### src/rtl/switch_debounce_port_pkg.sv
// rtl/switch_debounce_port_pkg.sv - I/O map addresses and prescaler divide helper for the switch input stage
package switch_debounce_port_pkg;

    localparam logic [7:0] DATA_PORT_ADDR   = 8'h00;
    localparam logic [7:0] CHANGE_PORT_ADDR = 8'h01;

    function automatic int unsigned calc_div(input int unsigned clk_hz, input int unsigned sample_hz);
        return clk_hz / sample_hz;
    endfunction

endpackage

### src/rtl/switch_debounce_port_debounce_cell.sv
// rtl/switch_debounce_port_debounce_cell.sv - one-bit sample history, stable level and toggle pulse
module debounce_cell #(
    parameter int STABLE_SAMPLES = 4
) (
    input  logic clk,
    input  logic reset,
    input  logic tick,
    input  logic sample,
    output logic level,
    output logic toggle
);

    logic [STABLE_SAMPLES-1:0] hist;
    logic [STABLE_SAMPLES-1:0] hist_next;
    logic                      all_ones;
    logic                      all_zeros;

    // The acceptance decision includes the sample being shifted in on this tick.
    always_comb begin
        hist_next = {hist[STABLE_SAMPLES-2:0], sample};
        all_ones  = &hist_next;
        all_zeros = ~|hist_next;
        toggle    = tick && ((all_ones && !level) || (all_zeros && level));
    end

    always_ff @(posedge clk) begin
        if (reset) begin
            hist  <= '0;
            level <= 1'b0;
        end else begin
            if (tick) begin
                hist <= hist_next;
            end
            if (toggle) begin
                level <= ~level;
            end
        end
    end

endmodule

### src/rtl/switch_debounce_port.sv
// rtl/switch_debounce_port.sv - synchronised, debounced switch input port with sticky change flags and irq
module switch_debounce_port
    import switch_debounce_port_pkg::*;
#(
    parameter int unsigned CLK_FREQ_HZ    = 50000000,
    parameter int unsigned SAMPLE_HZ      = 1000,
    parameter int          STABLE_SAMPLES = 4,
    parameter int          WIDTH          = 8,
    parameter logic [7:0]  CHANGE_PORT    = CHANGE_PORT_ADDR
) (
    input  logic             clk,
    input  logic             reset,
    input  logic [WIDTH-1:0] raw_in,
    input  logic [7:0]       port_id,
    input  logic             read_strobe,
    input  logic             interrupt_ack,
    output logic [WIDTH-1:0] data_out,
    output logic [WIDTH-1:0] change_flags,
    output logic             irq
);

    localparam int unsigned        DIV     = calc_div(CLK_FREQ_HZ, SAMPLE_HZ);
    localparam int                 CNT_W   = $clog2(DIV);
    localparam logic [CNT_W-1:0]   CNT_MAX = CNT_W'(DIV - 1);

    logic [WIDTH-1:0] sync_a;
    logic [WIDTH-1:0] sync_q;
    logic [CNT_W-1:0] cnt;
    logic             tick;
    logic [WIDTH-1:0] toggle;
    logic             read_clr;
    logic             set_pend;

    always_ff @(posedge clk) begin
        if (reset) begin
            sync_a <= '0;
            sync_q <= '0;
        end else begin
            sync_a <= raw_in;
            sync_q <= sync_a;
        end
    end

    always_ff @(posedge clk) begin
        if (reset) begin
            cnt <= '0;
        end else if (tick) begin
            cnt <= '0;
        end else begin
            cnt <= cnt + 1'b1;
        end
    end

    assign tick = (cnt == CNT_MAX);

    for (genvar i = 0; i < WIDTH; i++) begin : g_cell
        debounce_cell #(
            .STABLE_SAMPLES(STABLE_SAMPLES)
        ) u_cell (
            .clk    (clk),
            .reset  (reset),
            .tick   (tick),
            .sample (sync_q[i]),
            .level  (data_out[i]),
            .toggle (toggle[i])
        );
    end

    assign read_clr = read_strobe && (port_id == CHANGE_PORT);

    // New toggles are OR-ed in after the read-clear so an event on the clearing edge survives.
    always_ff @(posedge clk) begin
        if (reset) begin
            change_flags <= '0;
            set_pend     <= 1'b0;
            irq          <= 1'b0;
        end else begin
            change_flags <= (read_clr ? '0 : change_flags) | toggle;
            set_pend     <= |toggle;
            irq          <= set_pend | (irq & ~interrupt_ack);
        end
    end

endmodule

### config.mk
export PLATFORM = sky130hd
export DESIGN_NAME = switch_debounce_port
export DESIGN_NICKNAME = d
export VERILOG_FILES = /design/src/rtl/switch_debounce_port_pkg.sv /design/src/rtl/switch_debounce_port_debounce_cell.sv /design/src/rtl/switch_debounce_port.sv
export SDC_FILE = /design/constraint.sdc
export NUM_CORES = 1
export LEC_CHECK = 0
export ABC_CLOCK_PERIOD_IN_PS = 2280
export CELL_PAD_IN_SITES_DETAIL_PLACEMENT = 1
export CELL_PAD_IN_SITES_GLOBAL_PLACEMENT = 1
export CORE_AREA = 3 3 97 99
export DETAILED_ROUTE_END_ITERATION = 10
export DIE_AREA = 0 0 100 102
export GPL_ROUTABILITY_DRIVEN = 0
export HOLD_SLACK_MARGIN = 0.1
export PLACE_DENSITY = 0.72
export SETUP_SLACK_MARGIN = 0.1
export SLEW_MARGIN = 20
export SYNTH_ARGS = -nofsm -noshare
export SYNTH_HDL_FRONTEND = slang
export SYNTH_SLANG_ARGS = --single-unit
### constraint.sdc
create_clock -name clk -period 2.28 [get_ports clk]
set_input_delay 0.456 -clock clk [delete_from_list [all_inputs] [get_ports clk]]
set_output_delay 0.456 -clock clk [all_outputs]
set_load 0.05 [all_outputs]
# Yosys cells after proc, flatten, opt, wreduce, memory -nomap -nowiden
# Index checks and enable logic that the tools add are counted.
# totals
regBits	74
latch_bits	0
ram_bits	0
rom_bits	0
input_bits	20
word_cells	105
mem_count	0
# op_classes
addsub	1
mul	0
n_div	0
order_cmp	0
eq_ne	2
shifts	0
muxes	1
bitwise_logic	12
reduce_logical	67
# op_table
operator	n
$reduce_and A4 Y1	8
$reduce_or A4 Y1	8
$logic_and A1 B1 Y1	25
$add A16 B1 Y16 const B	1
$eq A16 B16 Y1 const B	1
$logic_not A1 Y1	16
$not A1 Y1	9
$eq A8 B1 Y1 const B	1
$logic_or A1 B1 Y1	8
$mux W8	1
$or A8 B8 Y8	1
$reduce_or A8 Y1	1
$reduce_or A2 Y1	1
$and A1 B1 Y1	1
$or A1 B1 Y1	1

# Depth between registers and ports, before layout
# Gate-level depths: netlist of the first run.
# logic_depth
depth_word	6
ltp_mapped	7
mapped_depth_nobuf	5

# Hierarchy
# From an unflattened synthesis of the first run, not the netlist that was laid out.
# hier_totals
cells_unflattened	311
area_unflattened_um2	3002.9
# by_module_without_submodules
mod	instances	cells_each	area_each_um2	seq_area_each_um2
debounce_cell	8	20	191.4	80.1
switch_debounce_port	1	151	1471.4	840.8

# Worst setup path after synthesis of the first run
# OpenSTA, ideal clock, no wires.
# synth_path
path_type	reg-to-reg
startpoint	register cnt[7]
endpoint	register cnt[14]
setup_time_ns	0.070
arrival_ns	1.434
required_time_ns	2.210
setup_slack_ns	0.776
path_stages_with_launch	5
cell_sequence	dfxtp_1 -> nand4_2 -> or3_1 -> or4_1 -> a21oi_1
# synth_between
elab_chain_len	2
word_cells_on_any_way	3
# synth_rtl
item	line	rtl
start: declaration	switch_debounce_port.sv:28	logic [CNT_W-1:0] cnt;
start signal: assignment	switch_debounce_port.sv:50	cnt <= cnt + 1'b1;
branches (longest 2 deep; another with $add A16 B1 Y16)	-	
# Parallel ways; which one is timed is not known.
# A chain may end at the register's enable or synchronous reset.

# Worst setup path after layout of the first run
# layout_path
startpoint	register g_cell[5].u_cell.level
endpoint	output port data_out[5]
# layout_lines
item	line	rtl
start: declaration	switch_debounce_port_debounce_cell.sv:9	output logic level,
start signal: assignment	switch_debounce_port_debounce_cell.sv:35	level <= ~level;
end: declaration	switch_debounce_port.sv:17	output logic [WIDTH-1:0] data_out,
# No word-level cell between the ends.

==> metrics.csv, run 1 <==
metric;value;unit
final-report hold violation count;0;
sequence of cells on the critical path;clkdlybuf4s50_1;
CP Data Arrival Time;1.60;ns
die height;102;um
post-DP HPWL;4650;um
largest family of logic cells by synthesized area;simple AND/OR/NAND/NOR gates;
Core Rows;34;
CTS buffer count;9;
Root Buffer;clkbuf_8;
Avg Synthesized Cell Area;9.22;um2
initial core utilization;0.345;
fin nets;376;
antenna violations before repair;0;
static leakage;1.27;nW
Antenna Cells;0;
H-tree Lvls;3;
Warnings, synthesis;0;
Max Cap Viol;0;
Pwr Total;2.43;mW
all-layer global routing usage;0.142;
fin crit share;0.903;
top-level port count;37;
syn nets;344;
Port Buf Inserts;36;
CP max stage delay;0.84;ns
post-route ant nets;0;
CP max-delay cell;clkdlybuf4s50_1;
final clock skew;0.00650;ns
Mapped Area;0.00298;mm2
CP top delay family;buffers and inverters;
commonest non-fill, non-tap cell in the layout;dfxtp_1;
Post-Route Utilization;0.419;
outcome;complete, no violations;
Synth Area in Adders;0.00420;
routed len/inst;14.3;um
DRT iter0 DRCs;84;
P&R area growth vs syn;21.4;%
clock latency on the worst-skew pair;0.34;ns
post-CTS setup buffer count;0;
crit-path max FO;5;
Routed WL;6710;um
vias in the first global route;2388;
Worst EP required;1.82;ns
GRT overflow;0;
Setup TNS;0;ns
RSZ-0062 raised after global routing;no;
highest clock rate;0.486;GHz
Die W;100;um
largest net degree at the start of global routing;40;
CTS resizes;0;
Fillers;1012;
buffers from clock root to sink, at most;2;
pwr/cell area;673;mW/mm2
clock sink count;74;
slew margin rel.;0.652;
Seq/Total Area, Yosys;0.497;
drt drc;0;
first-pass GRT wire length;11500;um
drt first pass iters;4;
Max Slew Vio Count;0;
via count;2364;
WS Path Type;reg -> out;
cell count after synthesis;323;
post-synthesis mux area share;0.0269;
minimum clock period;2.06;ns
register bit count reported by yosys;74;
vias per inst;5.05;
Synth Area in Simple Gates;0.270;
Post-CTS Hold Fix Bufs;0;
critical path endpoint category;primary output;
final setup fails;0;
layout cells sized above 1;0.0778;
buffers and inverters on the worst path;1;
CTS tree;done;
highest-count cells in the layout ignoring fill and taps;dfxtp_1 (74), nand2_1 (52), clkdlybuf4s50_1 (35), a21oi_1 (28), nor2_1 (26);
XOR/XNOR Fraction of Synth Area;0.0353;
Worst-Margin Slew;0.520;ns
Worst Setup Start Kind;flip-flop;
core area;0.00864;mm2
clk slew on worst S/H paths;0.08;ns
compound-cell area share of the yosys netlist;0.118;
worst min path class;reg -> reg;
Die Area;0.0102;mm2
Netlist cell types;38;
Peak VDD IR;0.000280;V
## cell families (layout without fill, tap and decap cells)
| kind of cell | Yosys count | count (layout) |
|---|---|---|
| buffers and inverters | 28 | 65 |
| adder cells (fa/ha/maj) | 1 | 1 |
| XOR/XNOR | 12 | 12 |
| AO/OA/AOI/OAI | 54 | 54 |
| multiplexers | 8 | 8 |
| AND/OR/NAND/NOR | 146 | 146 |
| flip-flops | 74 | 74 |
## flip-flops by register name (all words and copies together) (netlist names)
register	cells
set_pend	1
cnt	16
sync_a	8
g_cell.u_cell.hist	24
irq	1
g_cell.u_cell.level	8
change_flags	8
sync_q	8
## report_power, final
group	leakage, nW	switching (mW)	internal (mW)	total (mW)
sequential	0.600	0.00941	1.31	1.32
clock	0.105	0.475	0.559	1.03
combinational	0.561	0.0330	0.0479	0.0809
## worst paths after layout
| check | start | to | slack, ns | cells past startpoint |
|---|---|---|---|---|
| worst min-delay path | sync_a[3] | sync_q[3] | 0.44 | 1 |
| worst max register to register | cnt[11] | g_cell[5].u_cell.level | 0.54 | 5 |
| worst min register to register | sync_a[3] | sync_q[3] | 0.44 | 1 |
| worst max-delay path | g_cell[5].u_cell.level | data_out[5] | 0.22 | 1 |
## routing by layer
layer | global-route usage | vias up | part of all wire
met4 | 0.0611 | 0 | 0.017
met1 | 0.173 | 1155 | 0.46
li1 | - | 1174 | -
met2 | 0.239 | 26 | 0.49
met5 | 0 | - | 0
met3 | 0.0355 | 9 | 0.032
## area by class of cell
cell class | instances | area, um2 | share of cell area
inverters | 6 | 22.5 | 0.00623
clock buffers | 11 | 151 | 0.0419
flip-flops and latches | 74 | 1480 | 0.410
repair buffers | 43 | 420 | 0.116
well taps | 108 | 135 | 0.0374
clock inverters | 5 | 52.6 | 0.0145
multi-input cells | 221 | 1350 | 0.374
## Yosys cell counts
cell / count / area (um2)
buf_4: 9 / 67.6
and4bb_2: 1 / 12.5
nand4_4: 1 / 21.3
nand4b_1: 8 / 70.1
nand2_1: 52 / 195
a211oi_1: 1 / 7.51
buf_2: 4 / 20.0
nand4_2: 1 / 12.5
and4bb_1: 1 / 12.5
nand4_1: 3 / 18.8
a21boi_1: 7 / 52.6
nand3_1: 4 / 20.0
a21oi_1: 28 / 140
inv_1: 6 / 22.5
nor4_1: 5 / 31.3
or4_1: 2 / 15.0
a31o_2: 1 / 8.76
nor2_1: 26 / 97.6
a22oi_1: 8 / 60.1
xnor2_1: 10 / 87.6
o21ba_1: 7 / 70.1
nor3b_1: 8 / 60.1
and4_1: 1 / 8.76
nor3_1: 5 / 25.0
dfxtp_1: 74 / 1480
nor4b_1: 1 / 8.76
nor2b_1: 16 / 100
buf_1: 1 / 3.75
mux2i_1: 8 / 80.1
and3_1: 1 / 6.26
ha_1: 1 / 12.5
o31ai_1: 1 / 7.51
or3_1: 2 / 12.5
or4b_1: 7 / 70.1
xor2_1: 2 / 17.5
nand2b_1: 1 / 6.26
o21ai_1: 1 / 5.00
clkbuf_1: 8 / 30.0
## metrics by stage
| step | hold slack, ns | std cells | worst slack (ns) | cell area [um2] |
|---|---|---|---|---|
| floorplan | 0.413 | 323 | 0.776 | 2980 |
| global placement | 0.421 | 452 | 0.336 | 3410 |
| detailed placement | 0.429 | 452 | 0.279 | 3410 |
| CTS | 0.449 | 468 | 0.202 | 3620 |
| global route | 0.462 | 468 | 0.123 | 3620 |
| finish | 0.443 | 468 | 0.222 | 3620 |
No activity file was read; power rests on OpenSTA's default activity.
==> run 2, diff against run 1 <==
--- a/config.mk
+++ b/config.mk
@@ -6,6 +6,7 @@
 export NUM_CORES = 1
 export LEC_CHECK = 0
 export ABC_CLOCK_PERIOD_IN_PS = 2280
+export CAP_MARGIN = 20
 export CELL_PAD_IN_SITES_DETAIL_PLACEMENT = 1
 export CELL_PAD_IN_SITES_GLOBAL_PLACEMENT = 1
 export CORE_AREA = 3 3 97 99
==> results of run 2 <==
No change in the layout: final DEF, timing and power equal those of run 1.
==> run 3, diff against run 2 <==
--- a/config.mk
+++ b/config.mk
@@ -9,9 +9,9 @@
 export CAP_MARGIN = 20
 export CELL_PAD_IN_SITES_DETAIL_PLACEMENT = 1
 export CELL_PAD_IN_SITES_GLOBAL_PLACEMENT = 1
-export CORE_AREA = 3 3 97 99
+export CORE_AREA = 3 3 82 116
 export DETAILED_ROUTE_END_ITERATION = 10
-export DIE_AREA = 0 0 100 102
+export DIE_AREA = 0 0 85 119
 export GPL_ROUTABILITY_DRIVEN = 0
 export HOLD_SLACK_MARGIN = 0.1
 export PLACE_DENSITY = 0.72
==> metrics.csv, run 3 (synthesis gave the netlist of run 1 again) <==
metric;value;unit
Pwr Total;2.75;mW
post-DP HPWL;4470;um
Top Registers;g_cell.u_cell.hist (24), cnt (16);
Most flops, register;g_cell.u_cell.hist;
Max Slew Vio Count;0;
DRT iter0 DRCs;135;
CP max stage delay;0.84;ns
highest clock rate;0.488;GHz
first-pass GRT wire length;11100;um
Post-CTS Hold Fix Bufs;0;
routed len/inst;13.8;um
post-route ant nets;0;
H-tree Lvls;3;
commonest non-fill, non-tap cell in the layout;dfxtp_1;
worst min path class;reg -> reg;
Core Rows;40;
static leakage;1.29;nW
Largest register FFs;24;
Root Buffer;clkbuf_16;
CTS resizes;0;
design area;0.00369;mm2
Worst Setup Start Kind;flip-flop;
drt drc;0;
clock sink count;74;
minimum clock period;2.05;ns
Die W;85;um
critical path endpoint category;primary output;
highest-count cells in the layout ignoring fill and taps;dfxtp_1 (74), nand2_1 (52), clkdlybuf4s50_1 (35), a21oi_1 (28), nor2_1 (26);
Setup TNS;0;ns
Peak VDD IR;0.000370;V
Routed WL;6370;um
CP max-delay cell;clkdlybuf4s50_1;
final-report hold violation count;0;
Antenna Cells;0;
clk slew on worst S/H paths;0.05;ns
drt first pass iters;4;
fin crit share;0.898;
Die Area;0.0101;mm2
initial core utilization;0.348;
Non-Filler Instances;463;
largest net degree at the start of global routing;40;
crit-path max FO;5;
via count;2345;
Port Buf Inserts;36;
antenna violations before repair;0;
pwr/cell area;745;mW/mm2
post-CTS setup buffer count;0;
final setup fails;0;
clock latency on the worst-skew pair;0.33;ns
GRT overflow;0;
P&R area growth vs syn;23.8;%
die height;119;um
placed cell areas;0.00341;mm2
Max Cap Viol;0;
Placed Instances;447;
buffers from clock root to sink, at most;2;
fin nets;374;
vias per inst;5.06;
vias in the first global route;2308;
outcome;complete, no violations;
top-level port count;37;
RSZ-0062 raised after global routing;no;
Worst-Margin Slew;0.517;ns
CTS tree;done;
CP top delay family;buffers and inverters;
Worst EP required;1.82;ns
buffers and inverters on the worst path;1;
CP Data Arrival Time;1.59;ns
WS Path Type;reg -> out;
slew margin rel.;0.654;
core area;0.00856;mm2
sequence of cells on the critical path;clkdlybuf4s50_1;
layout cells sized above 1;0.0615;
all-layer global routing usage;0.137;
final clock skew;0.00480;ns
Post-Route Utilization;0.431;
CTS buffer count;9;
-- run 3: path summary, 6_finish.rpt --
path / start / endpoint / slack [ns] / depth (start not counted)
hold reg to reg: sync_a[4] / sync_q[4] / 0.44 / 1
setup reg to reg: cnt[11] / g_cell[2].u_cell.level / 0.43 / 5
setup / recovery: g_cell[3].u_cell.level / data_out[3] / 0.23 / 1
hold / removal: sync_a[4] / sync_q[4] / 0.44 / 1
-- run 3: area by class of cell --
| class | instances | area (um2) |
|---|---|---|
| fill | 974 | 4870 |
| sequential | 74 | 1480 |
| multi-input combinational | 221 | 1350 |
| timing repair buffer | 41 | 418 |
| clock buffer | 13 | 240 |
| tap | 105 | 131 |
| clock inverter | 3 | 40.0 |
| inverter | 6 | 22.5 |
-- run 3: power breakdown --
| group | switching, mW | total [mW] | internal, mW |
|---|---|---|---|
| registers | 0.00966 | 1.32 | 1.31 |
| clock network | 0.500 | 1.34 | 0.844 |
| logic | 0.0331 | 0.0811 | 0.0480 |
| total | 0.543 | 2.75 | 2.20 |
-- run 3: per-layer routing --
metal	track usage	up-vias	share of wire
li1	-	1164	-
met4	0.0505	0	0.016
met2	0.236	35	0.54
met5	0	-	0
met3	0.0408	9	0.033
met1	0.156	1137	0.41
-- run 3: per-stage QoR --
step	worst slack, ns	hold WS, ns
detailed placement	0.268	0.432
finish	0.233	0.436
CTS	0.225	0.445
floorplan	0.776	0.413
global route	0.172	0.458
global placement	0.339	0.418
